## src/rtl/sram_arbiter.sv

```systemverilog
// sram_arbiter: arbitrates display reads and buffered compute writes onto the single-port SRAM controller
module sram_arbiter #(
    parameter int WR_DEPTH     = 4,
    parameter int STARVE_LIMIT = 8
) (
    input  logic        i_CLK,
    input  logic        i_RST_N,
    input  logic        i_Wr_Valid,
    input  logic [17:0] i_Wr_Addr,
    input  logic [15:0] i_Wr_Data,
    output logic        o_Wr_Ready,
    input  logic        i_Rd_Valid,
    input  logic [17:0] i_Rd_Addr,
    output logic        o_Rd_Ready,
    output logic        o_Rd_Valid,
    output logic [15:0] o_Rd_Data,
    output logic        o_Begin,
    output logic        o_Write,
    output logic [17:0] o_Addr,
    output logic [15:0] o_Data,
    input  logic        i_Ready,
    input  logic [15:0] i_Data
);
    localparam int AW = $clog2(WR_DEPTH);
    typedef enum logic [1:0] {ARB_IDLE, BUSY_RD, BUSY_WR} state_t;
    state_t        state;
    logic [33:0]   fifo [WR_DEPTH];
    logic [AW-1:0] wr_ptr, rd_ptr;
    logic [AW:0]   count;
    logic [17:0]   rd_addr;
    logic          rd_vld;
    logic [7:0]    streak;
    logic          wr_pend, push, issue, grant_wr, grant_rd;
    assign wr_pend    = count != '0;
    assign o_Wr_Ready = count != (AW+1)'(WR_DEPTH);
    assign o_Rd_Ready = !rd_vld;
    assign push       = i_Wr_Valid && o_Wr_Ready;
    assign issue      = state == ARB_IDLE && i_Ready && (rd_vld || wr_pend);
    // a pending write only overtakes a waiting read once the read streak hits the limit
    assign grant_wr   = issue && wr_pend && (!rd_vld || streak == 8'(STARVE_LIMIT));
    assign grant_rd   = issue && !grant_wr;
    assign o_Begin    = issue;
    assign o_Write    = grant_wr;
    assign o_Addr     = grant_wr ? fifo[rd_ptr][33:16] : grant_rd ? rd_addr : '0;
    assign o_Data     = grant_wr ? fifo[rd_ptr][15:0] : '0;
    always_ff @(posedge i_CLK)
        if (push) fifo[wr_ptr] <= {i_Wr_Addr, i_Wr_Data};
    always_ff @(posedge i_CLK or negedge i_RST_N) begin
        if (!i_RST_N) begin
            state      <= ARB_IDLE;
            wr_ptr     <= '0;
            rd_ptr     <= '0;
            count      <= '0;
            rd_addr    <= '0;
            rd_vld     <= 1'b0;
            streak     <= '0;
            o_Rd_Valid <= 1'b0;
            o_Rd_Data  <= '0;
        end else begin
            if (push) wr_ptr <= wr_ptr + 1'b1;
            if (grant_wr) rd_ptr <= rd_ptr + 1'b1;
            count <= count + (AW+1)'(push) - (AW+1)'(grant_wr);
            if (grant_rd) rd_vld <= 1'b0;
            else if (i_Rd_Valid && !rd_vld) begin
                rd_vld  <= 1'b1;
                rd_addr <= i_Rd_Addr;
            end
            if (!wr_pend || grant_wr) streak <= '0;
            else if (grant_rd && streak != 8'(STARVE_LIMIT)) streak <= streak + 8'd1;
            o_Rd_Valid <= 1'b0;
            case (state)
                ARB_IDLE: if (issue) state <= grant_wr ? BUSY_WR : BUSY_RD;
                BUSY_RD: if (i_Ready) begin
                    o_Rd_Data  <= i_Data;
                    o_Rd_Valid <= 1'b1;
                    state      <= ARB_IDLE;
                end
                BUSY_WR: if (i_Ready) state <= ARB_IDLE;
                default: state <= ARB_IDLE;
            endcase
        end
    end
endmodule

```

## config.mk

```make
export PLATFORM = sky130hd
export DESIGN_NAME = sram_arbiter
export DESIGN_NICKNAME = d
export VERILOG_FILES = /design/src/rtl/sram_arbiter.sv
export SDC_FILE = /design/constraint.sdc
export NUM_CORES = 1
export LEC_CHECK = 0
export BUFFER_PORTS_ARGS = -buffer_cell sky130_fd_sc_hd__buf_2
export CORE_ASPECT_RATIO = 1.5
export CORE_MARGIN = 2
export CORE_UTILIZATION = 45
export DETAILED_ROUTE_END_ITERATION = 10
export HOLD_SLACK_MARGIN = 0.12
export PLACE_DENSITY_LB_ADDON = 0.3
export SETUP_SLACK_MARGIN = 0.4
export SYNTH_ARGS = -nofsm -noshare
export SYNTH_HDL_FRONTEND = slang
export SYNTH_SLANG_ARGS = --single-unit
```

## constraint.sdc

```tcl
create_clock -name i_CLK -period 6.9 [get_ports i_CLK]
set_clock_uncertainty 0.1 [all_clocks]
set_input_delay 0.345 -clock i_CLK [delete_from_list [all_inputs] [get_ports i_CLK]]
set_output_delay 0.345 -clock i_CLK [all_outputs]
set_load 0.01 [all_outputs]
```

# After elaboration in Yosys (flattened, before gate mapping)
# Memory sizes are Yosys's and may differ from the RTL's.
# Index checks and enable logic that the tools add are counted.
# word_totals
ff_bits	53
latchBits	0
ramBits	136
mem_bits_ro	0
elab_cells	60
n_memories	1
# classes
n_addsub	5
n_mul	0
n_div	0
order_cmp	0
n_eq_ne	7
shift	0
mux	15
bitwise_logic	1
n_reduce_logical	22
# mem_list
name	words	word_bits	read_ports	rd_clocked_by_memory_dff	wr	line	source
fifo	4	34	1	0	1	27	logic [33:0] fifo [WR_DEPTH];
# op_table
cell	n
18-bit two-way mux	2
16-bit two-way mux	1
8-bit two-way mux	2
8-bit by 1-bit adder with 8-bit output, second input constant	1
8-bit by 4-bit equality test with 1-bit output, second input constant	1
1-bit logical AND	8
8-bit by 4-bit inequality test with 1-bit output, second input constant	1
1-bit two-way mux	6
2-bit two-way mux	3
2-bit AND reduction	3
2-bit by 1-bit adder with 2-bit output, second input constant	2
2-bit one-hot mux with 2 select lines	1
2-bit nonzero test	2
3-bit by 1-bit adder with 3-bit output	1
1-bit zero test	3
1-bit logical OR	3
3-bit inequality test, second input constant	1
3-bit nonzero test	1
3-bit by 1-bit subtractor with 3-bit output	1
2-bit by 1-bit equality test with 1-bit output, second input constant	1
2-bit equality test, second input constant	1
2-bit zero test	1
2-bit by 1-bit inequality test with 1-bit output, second input constant	1
2-bit inequality test, second input constant	1
2 further kinds	2

# Depth between registers and ports, before layout
# Gate-level depths: netlist of run 1.
# depth
word_depth	10
ltp_mapped	11
ltp_nobuf	10

# Worst setup path before layout of run 1
# Ideal clock, no wire load.
# synth_path
path_type	register -> register
start	register streak[5]
end	register count[2]
t_arrival_ns	2.673
required_ns	6.677
setup_slack_ns	4.004
path_stages_with_launch	10
period_less_slack_ns	2.896
path_cell_list	dfrtp_1 -> or4_4 -> o31a_1 -> nor3_4 -> buf_6 -> ha_1 -> inv_1 -> ha_1 -> fa_1 -> xnor2_1
# synth_between
elab_chain_cells	4
# synth_lines
item	line	source
from (decl)	32	logic [7:0] streak;
from (signal assigned)	69	else if (grant_rd && streak != 8'(STARVE_LIMIT)) streak <= streak + 8'd1;
8-bit by 4-bit equality test with 1-bit output	40	assign grant_wr = issue && wr_pend && (!rd_vld || streak == 8'(STARVE_LIMIT));
1-bit logical OR	40	
1-bit logical AND	40	
named net o_Write	18	output logic o_Write,
3-bit by 1-bit subtractor with 3-bit output	62	count <= count + (AW+1)'(push) - (AW+1)'(grant_wr);
to (signal assigned)	62	
to (decl)	29	logic [AW:0] count;
# The timed path passes the listed nets, and every way through them passes these cells.
# A chain may end at the register's enable or synchronous reset.

# Final worst setup path of run 1
# layout_path
start	register streak[5]
end	output o_Addr[15]
# layout_between
elab_chain_cells	7
# layout_lines
item	line	source
8-bit by 4-bit equality test with 1-bit output (*)	40	
1-bit logical OR (*)	40	
1-bit logical AND (*)	40	
1-bit zero test	41	assign grant_rd = issue && !grant_wr;
1-bit logical AND	41	
18-bit two-way mux	44	assign o_Addr = grant_wr ? fifo[rd_ptr][33:16] : grant_rd ? rd_addr : '0;
18-bit two-way mux (*)	44	
to (decl)	19	output logic [17:0] o_Addr,
# Every way passes the cells marked *; elsewhere a longest branch is shown, timed or not.

==> results.md, run 1 <==
- Outcome: complete, no violations
- CP endpoint: o_Addr[15]
- Pwr dens: 395 nW/um^2
- Area post-placement: around 8300 um^2
- Post-synth cell types: 33
- MaxCap Viol Count: 0
- Share of layout cells above drive strength 1: 0.394
- Die Width: around 110 um
- Synth Net Count: 479
- Reg2reg start: streak[5]
- Leak pwr: ~3.8 nW
- Finished Core Util: 0.594
- CP Data Arrival Time: around 3.1 ns
- Overall Global Routing Usage: 0.179
- Die ar.: 17700 um^2
- Min-Delay Path Class: input port to register
- Dpl hpwl: roughly 9.3 mm
- Synth Warn #: 0
- CP Class: register to output pin
- Vias in the first global route: about 4500
- Adder-Cell Fraction of Synth Area: 0.0194
- First-pass GRT wire length: 23.6 mm
- FP Rows: 57
- Diodes inserted: 0
- Starting density of the core: 0.461
- Core ar.: about 16000 um^2
- Remaining DRCs: 0
- CTS buffer count: 17
- Area Growth Syn to Fin: 28.9%
- Synthesized area per cell: roughly 19 um^2
- Reg2reg setup slack: around 3.7 ns
- I/O Buffers: 127
- Via count: 4166
- CP Data Required Time: roughly 6.5 ns
- CTS tree: built
- Slew Viols, Final: 0
- Total number of H-tree levels: 4
- Register area share after synthesis: 0.722
- Unrepaired setup endpoints after global routing: false
- CP max FO: 24
- Endpoints failing hold: 0
- Drt wl/cell: roughly 19 um
- Worst Max-Slew Pin Slew: around 1.1 ns
- DRT antenna net count: 0
- Clock buffer depth: 2
- RD Place Congestion: 0.740
- Max incr delay on CP: a little under 0.6 ns
- NumNets Final: around 680
- Cell Area, Synth: ~7500 um^2
- Initial antenna violation count: 0
- Synth Area in Compound Gates: 0.0285
- Minimum clock period: between 3 and 4 ns
- Total negative slack: 0 ns
- Post-Synth XOR/XNOR Area: 0.0127
- Crit-path slowest cell: nor3_4
- Crit path from: streak[5]
- Synthesized instance count: just under 400
- Largest family of logic cells by synthesized area: multiplexers
- Total gr overflow: 0
- Worst Hold Path Cells: 3
- Post-Synth Simple-Gate Area: 0.0456
- Clock Root Buffer: clkbuf_16
- Final period utilization: 0.514
- Vert. Die Dim: around 160 um
- DR pass1 iterations: 4
- Crit path capture type: output pin
- Reg2Reg Capture Point: count[2]
- Number of synthesized register bits: around 190
- Crit-path cells: or4_4, o31a_1, nor3_4, buf_4, a22o_1, buf_2
- Worst setup SP type: register
- Total Wirelength: ~15 mm
- Fillers: 1236
- Io pins: between 100 and 150
- VDD IR max: ~0.18 mV
- Vias per inst: 5.09
- Largest net degree at the start of global routing: 42
- Worst Reg-to-Reg Cells: 8
- Final instance area: roughly 9700 um^2
- Clk slew on worst S/H paths: 0.07 ns
- Mux contribution to synthesized area: 0.155
- Drt initial violations: approximately 170
- Relative slew slack: 0.250
- Count of final setup violators: 0
- Worst-skew pair later-pin latency: 0.41 ns
- Achievable Freq: around 280 MHz
- CTS Sinks: between 150 and 200
cell type report:
cell class                 instances  area (um^2)  share of cell area
sequential                       189         5410               0.560
clock inverter                    14          181              0.0188
timing repair buffer             201         1370               0.141
multi-input combinational        178         1970               0.204
inverter                          12         45.0             0.00466
clock buffer                      18          429              0.0444
tap                              206          258              0.0267
synthesized netlist by cell type:
| library cell | count | share of area |
|---|---|---|
| a21o_1 | 2 | 0.0020 |
| a21oi_1 | 3 | 0.0020 |
| a22o_1 | 18 | 0.021 |
| and2_1 | 17 | 0.014 |
| and3_1 | 4 | 0.0033 |
| buf_1 | 3 | 0.0015 |
| buf_2 | 1 | 0.00067 |
| buf_6 | 3 | 0.0045 |
| clkbuf_1 | 9 | 0.0045 |
| dfrtp_1 | 53 | 0.18 |
| edfxtp_1 | 136 | 0.54 |
| fa_1 | 1 | 0.0027 |
| ha_1 | 10 | 0.017 |
| inv_1 | 12 | 0.0060 |
| mux2_2 | 35 | 0.053 |
| mux4_2 | 34 | 0.10 |
| nand2_1 | 10 | 0.0050 |
| nand3_1 | 3 | 0.0020 |
| nand4_1 | 2 | 0.0017 |
| nor2_1 | 10 | 0.0050 |
| nor2b_1 | 1 | 0.00084 |
| nor3_1 | 6 | 0.0040 |
| nor3_4 | 1 | 0.0022 |
| nor4_1 | 3 | 0.0025 |
| nor4b_1 | 2 | 0.0023 |
| o21ai_0 | 2 | 0.0013 |
| o21bai_1 | 1 | 0.0010 |
| o31a_1 | 1 | 0.0012 |
| or4_1 | 1 | 0.0010 |
| or4_4 | 1 | 0.0015 |
| xnor2_1 | 7 | 0.0082 |
| xor2_1 | 2 | 0.0023 |
| xor2_2 | 1 | 0.0022 |
worst max-delay path: cells and delay by family (launching register included):
family          cells  cell delay, ns
buf+inv             2            0.57
simple gates        2            1.14
flops               1            0.41
compound gates      2            0.57
sequential cells by signal, summed over array words and instances, names as in the netlist:
signal / cells
count: 3
fifo: 136
o_Rd_Data: 16
o_Rd_Valid: 1
rd_addr: 18
rd_ptr: 2
rd_vld: 1
state: 2
streak: 8
wr_ptr: 2
report_power, final:
part / internal [mW] / total, mW / switching (mW)
registers: 1.54 / 1.73 / 0.184
logic: 0.555 / 1.08 / 0.529
clock network: 0.579 / 1.00 / 0.425
stage by stage:
stage,std cells,total power [mW],setup slack [ns],hold WS (ns)
after detailed placement,716,2.82,3.76,0.163
after CTS,818,3.87,3.30,0.128
after floorplan,395,2.45,4.00,-0.0506
after global placement,716,2.78,3.84,0.156
after global routing,818,4.04,3.16,0.156
final,818,3.82,3.36,0.145
logic make-up (layout without fill, tap and decap cells):
family / after synthesis / in the layout
DFF: 189 / 189
muxes: 69 / 69
and+or+nand+nor: 61 / 61
buffers and inverters: 28 / 245
AOI/OAI and AO/OA: 27 / 27
adders and majority gates: 11 / 11
xor gates and xnor gates: 10 / 10
worst min path at each step:
stage / from / to / slack [ns]
2_1_floorplan: i_RST_N / count[0] / -0.05
3_3_place_gp: i_RST_N / o_Rd_Data[2] / 0.16
3_5_place_dp: i_RST_N / o_Rd_Data[0] / 0.16
4_1_cts: i_Ready / streak[0] / 0.13
5_1_grt: i_Ready / streak[0] / 0.16
6_report: i_Ready / streak[0] / 0.14
what timing repair did:
action	CTS	global route
setup buffers	0	0
hold buffers	70	0
hold endpoints to repair	183	0
gates resized for setup	0	0
layout by cell type, fill, tap and decap left out, types with 2 or more instances in the layout:
cell type / instances
dlygate4sd3_1: 70
buf_4: 4
nand4_1: 2
dfrtp_2: 2
a21oi_1: 3
clkinvlp_4: 3
inv_1: 12
mux4_2: 34
inv_6: 2
nand3_1: 3
ha_1: 10
bufinv_16: 3
and3_2: 4
inv_8: 3
nor4b_1: 2
nor3_1: 5
a21o_1: 2
nand2_1: 10
a22o_1: 18
nor2_1: 10
xor2_1: 2
dfrtp_1: 51
o21ai_0: 2
buf_2: 127
xnor2_1: 7
and2_1: 17
clkbuf_16: 17
nor4_1: 3
edfxtp_1: 136
mux2_2: 35
routing by layer:
metal | GRT usage | up-vias | part of all wire
met4 | 0.0524 | 0 | 0.0075
li1 | - | 1954 | -
met3 | 0.0277 | 7 | 0.035
met2 | 0.322 | 107 | 0.53
met5 | 0 | - | 0
met1 | 0.220 | 2098 | 0.42
(Power assumes the default switching activity.)
==> run 2, diff against run 1 <==
- ABC_AREA: default -> 1
- clock period: 6.9 -> 3.3 ns (I/O delays scaled with it)
==> results.md, run 2 <==
- Outcome: complete, no violations
- Clock power share: 0.238 (-0.025)
- Area Growth Syn to Fin: 26.6%
- Slew Viols, Final: 0 (unchanged)
- Total Wirelength: 17.2 mm (+14%)
- Top flop regs: fifo (136), rd_addr (18), o_Rd_Data (16)
- Hold buffer count at cts: 71 (+1.4%)
- Most frequent cells in the layout: edfxtp_1, buf_2, nand2_1
- Count leader, synth: edfxtp_1
- Delay-heaviest family, CP: buffers and inverters
- VDD IR max: 0.507 mV (+190%)
- CTS tree: built
- Initial antenna violation count: 0 (unchanged)
- Io pins: 128 (unchanged)
- Unrepaired setup endpoints after global routing: false
- Top_reg_cell synth: edfxtp_1
- Total gr overflow: 0 (unchanged)
- CTS Sinks: 189 (unchanged)
- Share of layout cells above drive strength 1: 0.230 (-0.164)
- Synth Net Count: 773 (+61%)
- CP Class: register to output pin
- Post-CTS Setup Inserts: 0 (unchanged)
- Synth Warn #: 0 (unchanged)
- CP Data Required Time: 3.03 ns (-3.42 ns)
- Sw power: 2.92 mW (+160%)
- DR pass1 iterations: 5 (+1)
- NumNets Final: 966 (+41%)
- Multi-input gate area: 2180 um^2 (+11%)
- Drt wl/cell: 15.5 um (-16%)
- Cell-internal power: 5.15 mW (+92%)
- Sequential cell area: 5410 um^2 (about the same)
- DRT antenna net count: 0 (unchanged)
- Vert. Die Dim: 166 um (+2.5%)
- Largest register by flop count: fifo
- Worst setup SP type: register
- Crit-path slowest cell: buf_4
- Post-synth top area share: 0.519 (-0.0264)
- Synthesized instance count: 689 (+74%)
- FP Rows: 59 (+3.5%)
- CP max FO: 53 (+120%)
- Starting density of the core: 0.456 (-0.00495)
- Post-synth EDFFs: 136 (unchanged)
- Commonest non-fill, non-tap cell in the layout: edfxtp_1
- Ranking of synthesized cells by area: edfxtp_1, dfrtp_1, nand2_1, nor2_1, o21ai_0
- Dpl hpwl: 10.5 mm (+13%)
- Min-Delay Path Class: input port to asynchronous set/reset pin
- Clk slew on worst S/H paths: 0.07 ns (about the same)
- Cell depth of the worst setup path: 9 (+3)
- WHS: 0.251 ns (+0.107 ns)
- Vias per inst: 5.06 (-0.55%)
- Relative slew slack: 0.454 (+0.203)
- Core ar.: 17300 um^2 (+6.2%)
- Achievable Freq: 387 MHz
- Total chip power: 8.07 mW (+110%)
- Vias in the first global route: 5615 (+24%)
- Total number of H-tree levels: 4 (unchanged)
- RD Place Congestion: 0.899 (+21%)
- MaxCap Viol Count: 0 (unchanged)
- Worst-skew pair later-pin latency: 0.44 ns (+0.03 ns)
- Cell Area, Synth: 7880 um^2 (+5.1%)
- Leak pwr: 4.23 nW (+12%)
- Non-filler instance count after layout: 1108 (+35%)
- Worst Reg-to-Reg Cells: 11 (+3)
- Remaining DRCs: 0 (unchanged)
- Total negative slack: 0 ns (unchanged)
- Yosys top cell by area: edfxtp_1
- Die Width: 112 um (+2.4%)
- Max reg flops: 136 (unchanged)
- I/O Buffers: 127 (unchanged)
- Post-synth cell types: 31 (-6.1%)
- Drt initial violations: 247 (+49%)
- Clock Root Buffer: clkbuf_16
- Die ar.: 18600 um^2 (+4.9%)
- Crit path capture type: output pin
- Sequential share of power: 0.427 (-0.026)
- Minimum clock period: between 2 and 3 ns
- Number of synthesized register bits: 189 (unchanged)
- Final period utilization: 0.784
- Max incr delay on CP: 0.49 ns (-0.10 ns)
- Register area share after synthesis: 0.687 (-0.0350)
- CTS buffer count: 17 (unchanged)
- Diodes inserted: 0 (unchanged)
- Endpoints failing hold: 0 (unchanged)
- Placed cell count: 1005 (+40%)
- Via count: 5612 (+35%)
- Synthesized area per cell: 11.4 um^2 (-40%)
- Pwr dens: 809 nW/um^2 (+100%)
- Top post-synthesis cells by count: edfxtp_1, nand2_1, nor2_1
- CP Data Arrival Time: 2.32 ns (-0.78 ns)
- Part of the power in combinational logic: 0.335 (+0.051)
- Crit-path cells: inv_1, ha_1, nand3_2, o21ai_2, nand2_4, buf_4, nand3_1, nand2_1, buf_2
- Worst Max-Slew Pin Slew: 0.820 ns (-0.300 ns)
- Fillers: 1407 (+14%)
- Finished Core Util: 0.577 (-0.0167)
- Post-CTS sizing: 0 (unchanged)
- Count of final setup violators: 0 (unchanged)
- Switch share: 0.362 (+0.0635)
- Largest net degree at the start of global routing: 70 (+67%)
- Async S/R FF share, synth: 0.280 (unchanged)
- First-pass GRT wire length: 27.7 mm (+17%)
- Sum of buffers and inverters on the critical path: 3 (+1)
- Overall Global Routing Usage: 0.189 (+0.00980)
- Clock buffer depth: 2 (unchanged)
[run 2: cell types whose count changed in the layout (fill, tap and decap cells not counted), moves of 6 or more]
cell | previous run | this run
buf_4 | 4 | 12
nand4_1 | 2 | 12
xnor2_1 | 7 | 1
and2_1 | 17 | 0
mux2_2 | 35 | 18
a22o_1 | 18 | 0
nor2_1 | 10 | 113
nand2_1 | 10 | 122
mux4_2 | 34 | 0
inv_1 | 12 | 30
o21ai_0 | 2 | 66
nand3_1 | 3 | 27
o22ai_1 | 0 | 18
a21oi_1 | 3 | 18
[run 2: logic make-up (layout without fill, tap and decap cells)]
group / after synthesis / after routing / synth area share
DFF: 189 / 189 / 0.687
xor gates and xnor gates: 5 / 5 / 0.00556
adders and majority gates: 11 / 11 / 0.0184
AOI/OAI and AO/OA: 108 / 108 / 0.0723
buffers and inverters: 71 / 277 / 0.0407
and+or+nand+nor: 287 / 287 / 0.150
muxes: 18 / 18 / 0.0257
[run 2: layer usage]
metal	GRT usage	vias to the layer above	wire length [um]
li1	-	2752	-
met1	0.230	2661	7200
met2	0.334	177	8940
met3	0.0409	22	807
met4	0.0626	0	259
met5	0	-	0
[run 2: stage by stage]
step | setup WS, ns | cell area (um^2)
after detailed placement | 0.782 | 8710
final | 0.713 | 9970
after CTS | 0.663 | 9970
after floorplan | 0.515 | 7880
after global placement | 0.824 | 8710
after global routing | 0.535 | 9970
[run 2: final cells by class]
| cell class | instances | share of cell area |
|---|---|---|
| tap | 213 | 0.0267 |
| timing repair buffer | 210 | 0.144 |
| multi-input combinational | 429 | 0.218 |
| sequential | 189 | 0.543 |
| inverter | 35 | 0.0132 |
| clock inverter | 15 | 0.0127 |
| clock buffer | 17 | 0.0427 |
[run 2: power by group through the flow]
| stage | clock network, mW | logic, mW | registers (mW) |
|---|---|---|---|
| finish | 1.92 | 2.71 | 3.45 |
| global placement | 0 | 2.63 | 3.48 |
| floorplan | 0 | 1.79 | 3.50 |
| detailed placement | 0 | 2.68 | 3.50 |
| CTS | 1.96 | 2.75 | 3.45 |
| global route | 2.06 | 3.05 | 3.51 |
[run 2: worst paths after layout]
path | from | endpoint | slack, ns
min in group i_CLK | i_Wr_Valid | wr_ptr[0] | 0.29
max reg2reg | streak[0] | count[2] | 0.78
max | streak[0] | o_Addr[9] | 0.71
max in group asynchronous | i_RST_N | o_Rd_Data[9] | 2.08
min | i_RST_N | rd_addr[0] | 0.25
min reg2reg | o_Rd_Data[15] | o_Rd_Data[15] | 0.37
